==> src/rtl/lc3b_types.sv <==
// Shared LC-3b pipeline types: the machine word and the mispredict-recovery
// sequencer states.
package lc3b_types;

  typedef logic [15:0] lc3b_word;

  typedef enum logic [1:0] {
    IDLE     = 2'd0,
    DRAIN    = 2'd1,
    REDIRECT = 2'd2
  } flush_state_t;

endpackage

==> src/rtl/flush_controller.sv <==
// Mispredict recovery: squash younger stages, drain an in-flight I-cache
// fetch so its stale data is dropped, then redirect the PC to the WB target.
import lc3b_types::*;

module flush_controller #(
  parameter int CNT_W = 16
) (
  input  logic             clk,
  input  logic             rst,
  input  logic             flush,
  input  lc3b_word         correct_pc,
  input  logic             stall_in,
  input  logic             icache_read,
  input  logic             icache_resp,
  output logic             squash,
  output logic             fetch_hold,
  output logic             discard_resp,
  output logic             pc_redirect_en,
  output lc3b_word         pc_redirect_addr,
  output logic             busy,
  output logic [CNT_W-1:0] flush_count
);

  flush_state_t     r_state;
  flush_state_t     w_state_next;
  lc3b_word         r_target;
  logic [CNT_W-1:0] r_count;
  logic             w_accept;

  // A frozen WB instruction keeps presenting flush, so it is simply re-sampled.
  assign w_accept = (r_state == IDLE) && flush && !stall_in;

  always_comb begin
    squash           = 1'b0;
    fetch_hold       = 1'b0;
    discard_resp     = 1'b0;
    pc_redirect_en   = 1'b0;
    pc_redirect_addr = 16'h0000;
    w_state_next     = r_state;
    case (r_state)
      IDLE: begin
        if (w_accept) begin
          squash = 1'b1;
          if (icache_read && icache_resp) begin
            discard_resp = 1'b1;
            w_state_next = REDIRECT;
          end else if (icache_read) begin
            w_state_next = DRAIN;
          end else begin
            w_state_next = REDIRECT;
          end
        end
      end
      DRAIN: begin
        squash     = 1'b1;
        fetch_hold = 1'b1;
        if (icache_resp) begin
          discard_resp = 1'b1;
          w_state_next = REDIRECT;
        end
      end
      REDIRECT: begin
        squash           = 1'b1;
        pc_redirect_addr = r_target;
        if (stall_in) begin
          fetch_hold = 1'b1;
        end else begin
          pc_redirect_en = 1'b1;
          w_state_next   = IDLE;
        end
      end
      default: w_state_next = IDLE;
    endcase
  end

  always_ff @(posedge clk or posedge rst) begin
    if (rst) begin
      r_state  <= IDLE;
      r_target <= 16'h0000;
      r_count  <= '0;
    end else begin
      r_state <= w_state_next;
      if (w_accept) begin
        r_target <= correct_pc;
        r_count  <= r_count + 1'b1;
      end
    end
  end

  assign busy        = (r_state != IDLE);
  assign flush_count = r_count;

endmodule

==> config.mk <==
export PLATFORM = sky130hd
export DESIGN_NAME = flush_controller
export DESIGN_NICKNAME = d
export VERILOG_FILES = /design/src/rtl/lc3b_types.sv /design/src/rtl/flush_controller.sv
export SDC_FILE = /design/constraint.sdc
export NUM_CORES = 1
export LEC_CHECK = 0
export CORE_UTILIZATION = 44
export CTS_BUF_LIST = sky130_fd_sc_hd__clkbuf_16
export DETAILED_ROUTE_END_ITERATION = 10
export PLACE_DENSITY = 0.79
export SLEW_MARGIN = 20
export SYNTH_ARGS = -nofsm -noshare
export SYNTH_HDL_FRONTEND = slang
export SYNTH_SLANG_ARGS = --single-unit
==> constraint.sdc <==
create_clock -name clk -period 1.95 [get_ports clk]
set_input_delay 0.39 -clock clk [delete_from_list [all_inputs] [get_ports clk]]
set_output_delay 0.39 -clock clk [all_outputs]
set_load 0.005 [all_outputs]
==> summary.txt <==
Place
  – Post-DP HPWL: 2700 um
  – Gpl congestion: approximately 0.74
  – Placed cell areas: about 2300 um^2
  – Cells after DPL: roughly 240
  – I/O Buffers: just under 60
  – Pre-CTS WS: -0.245 ns

CTS
  – CTS max path bufs: 2
  – TritonCTS clock tree: done
  – CTS sink cnt: 34
  – H-tree depth: 2
  – CTS Buf Count: 5
  – Clock Pin Slew Worst Setup and Hold Paths: approximately 0.05 ns
  – CTS root buf: clkbuf_16
  – Worst-skew pair later-pin latency: ~0.27 ns

Setup path
  – Crit Path Max Fanout: 7
  – Crit start category: flop
  – Setup CP Type: reg2out
  – Slowest CP cell: dfrtp_2
  – Critical Path, Cell by Cell: ha_4 > buf_12 > buf_4 > buf_4 > and2_1 > dlymetal6s2s_1
  – Critical path arrival: approximately 1.6 ns
  – Largest delay contributor family on the critical path: buffers and inverters
  – Crit-path max cell delay: ~0.44 ns
  – WP data required: 1.56 ns
  – Crit path top cell by count: buf_4
  – CP Buf/Inv Count: 4
  – CP endpoint kind: primary output

Final layout
  – Share of layout cells above drive strength 1: 0.252
  – Syn-to-layout area delta: 56.3%
  – Commonest cells after routing, fill and taps aside: clkdlybuf4s50_1, dfrtp_1, and2_1, mux2_2, buf_4
  – # diodes: 0
  – Final instance count without filler cells: approximately 260
  – Fin area: around 2500 um^2
  – Commonest non-fill, non-tap cell in the layout: clkdlybuf4s50_1
  – Final nets: 238

Die
  – Site Rows: 21
  – Area of the die: ~4000 um^2
  – Top-level I/O count: about 60
  – Die outline height: approximately 63 um
  – Initial Util: 0.472
  – CORE AREA: roughly 3400 um^2
  – Die W: 62.8 um

Timing
  – Worst-margin pin slew: ~0.42 ns
  – Final Hold Viols: 0
  – Max_slew headroom: 0.720
  – Final setup violation count: 2
  – Max-slew violations: 0
  – Worst hold margin: about 0.48 ns
  – Final worst-path cycle share: 1.02
  – RSZ-0062 raised after global routing: true
  – Achievable frequency: 0.504 GHz
  – Final min period: between 1.5 and 2 ns
  – Final WS setup: -0.0354 ns
  – Final Skew: approximately 0.0017 ns

Synth
  – Asr flop ratio synth: 1.00
  – Post-Syn Area: between 1500 and 2000 um^2
  – Distinct cells, synth: 26
  – #FFs+latches synth: 34
  – Syn_nets: between 150 and 200
  – Synth Flop Type: dfrtp_1
  – Post-synthesis area per instance: approximately 12 um^2
  – Seq/Total Area, Yosys: 0.523
  – Synth Warn #: 0
  – Mapped Cells: 135
  – EDFF count, synth: 0

Power
  – Overall Power: about 3.4 mW
  – Power Dens Cells: 1340 nW/um^2
  – Worst VDD drop: about 0.00074 V
  – Leakage power: ~1.3 nW

Drt
  – WL per Instance: around 16 um
  – Wirelength, routed: 4000 um
  – Initial DRT Pass Iterations: 4
  – Antenna viol nets, final: 0
  – Remaining DRCs: 0
  – Vias per inst: between 5 and 6
  – 1st-iter DRT viols: 46
  – Via count: 1291

GRT
  – M3 GR Usage: 0.0584
  – Global-route wire length before repair: roughly 6000 um
  – Largest net degree at the start of global routing: 35
  – GR Layer Usage met2: 0.385
  – Tot GR Track Use: 0.203
  – Gr ovfl total: 0
  – Grt met1 use: 0.208
  – Top Usage Layer GRT: met2
  – Initial antenna violation count: 0
  – Number of global-route vias before repair: 1300

Flow run
  – Maxcap violations: 0

Status
  – Failing checks: setup timing
  – Status: finished with violations

Worst hold path
  – HP Class: reg2reg
## final timing paths
path | from | endpoint | slack [ns] | cells after the start
hold reg to reg | flush_count[15]$_DFFE_PP0P_ | flush_count[15]$_DFFE_PP0P_ | 0.48 | 1
hold / removal | flush_count[15]$_DFFE_PP0P_ | flush_count[15]$_DFFE_PP0P_ | 0.48 | 1
setup / recovery | r_state[1]$_DFFE_PP0P_ | pc_redirect_addr[13] | -0.04 | 6
max in group asynchronous | rst | r_state[1]$_DFFE_PP0P_ | 1.11 | 3
min in group asynchronous | rst | r_target[11]$_DFFE_PP0P_ | 0.52 | 3
setup reg to reg | r_state[1]$_DFFE_PP0P_ | flush_count[14]$_DFFE_PP0P_ | 0.03 | 8
## sequential cells by signal, summed over array words and instances, names as in the netlist
name	flops
r_target	16
flush_count	16
r_state	2
## metal layers
| metal | share of wire | wire [um] |
|---|---|---|
| met1 | 0.38 | 1520 |
| met3 | 0.066 | 263 |
| met4 | 0.023 | 92 |
| met5 | 0 | 0 |
| met2 | 0.53 | 2120 |
## power breakdown
group          total, mW  internal (mW)  switching, mW
clock              0.710          0.453          0.257
sequential          1.12          0.944          0.175
combinational       1.58          0.997          0.583
## final cells by class
type,instances,area [um^2]
clock buffer,5,125
multi-input combinational,90,737
sequential,34,852
timing repair buffer,75,746
fill,259,902
clock inverter,1,3.75
tap,46,57.6
inverter,5,18.8
## synth_stat cells (3+ instances only)
cell,count,area share
a21oi_1,4,0.012
and2_1,18,0.069
and3_1,4,0.015
dfrtp_1,34,0.52
ha_1,5,0.038
inv_1,5,0.012
mux2_2,17,0.12
nand2_1,6,0.014
nand3_2,3,0.018
nand4_1,3,0.012
nor2b_1,3,0.012
xnor2_1,13,0.070
## per-stage QoR
step	setup TNS (ns)	util
6_report	-0.0633	0.738
5_1_grt	-0.530	0.738
4_1_cts	-1.57	0.705
3_5_place_dp	-2.33	0.666
3_3_place_gp	-1.52	0.666
2_1_floorplan	0	-
## cell families (layout without fill, tap and decap cells)
kind of cell / after synthesis / count (layout) / share of synthesized area
fa+ha+maj: 5 / 5 / 0.0385
flops: 34 / 34 / 0.523
xor+xnor: 15 / 15 / 0.0808
compound gates: 7 / 7 / 0.0254
buf+inv: 11 / 86 / 0.0385
simple gates: 46 / 46 / 0.176
mux: 17 / 17 / 0.118
## timing repair
action,CTS,global route
buffers inserted,1,7
pin swaps,2,0
cloned,0,1
setup endpoints to repair,22,22
hold buffers,0,0
resized for setup,16,21
No activity file was read; power rests on OpenSTA's default activity.
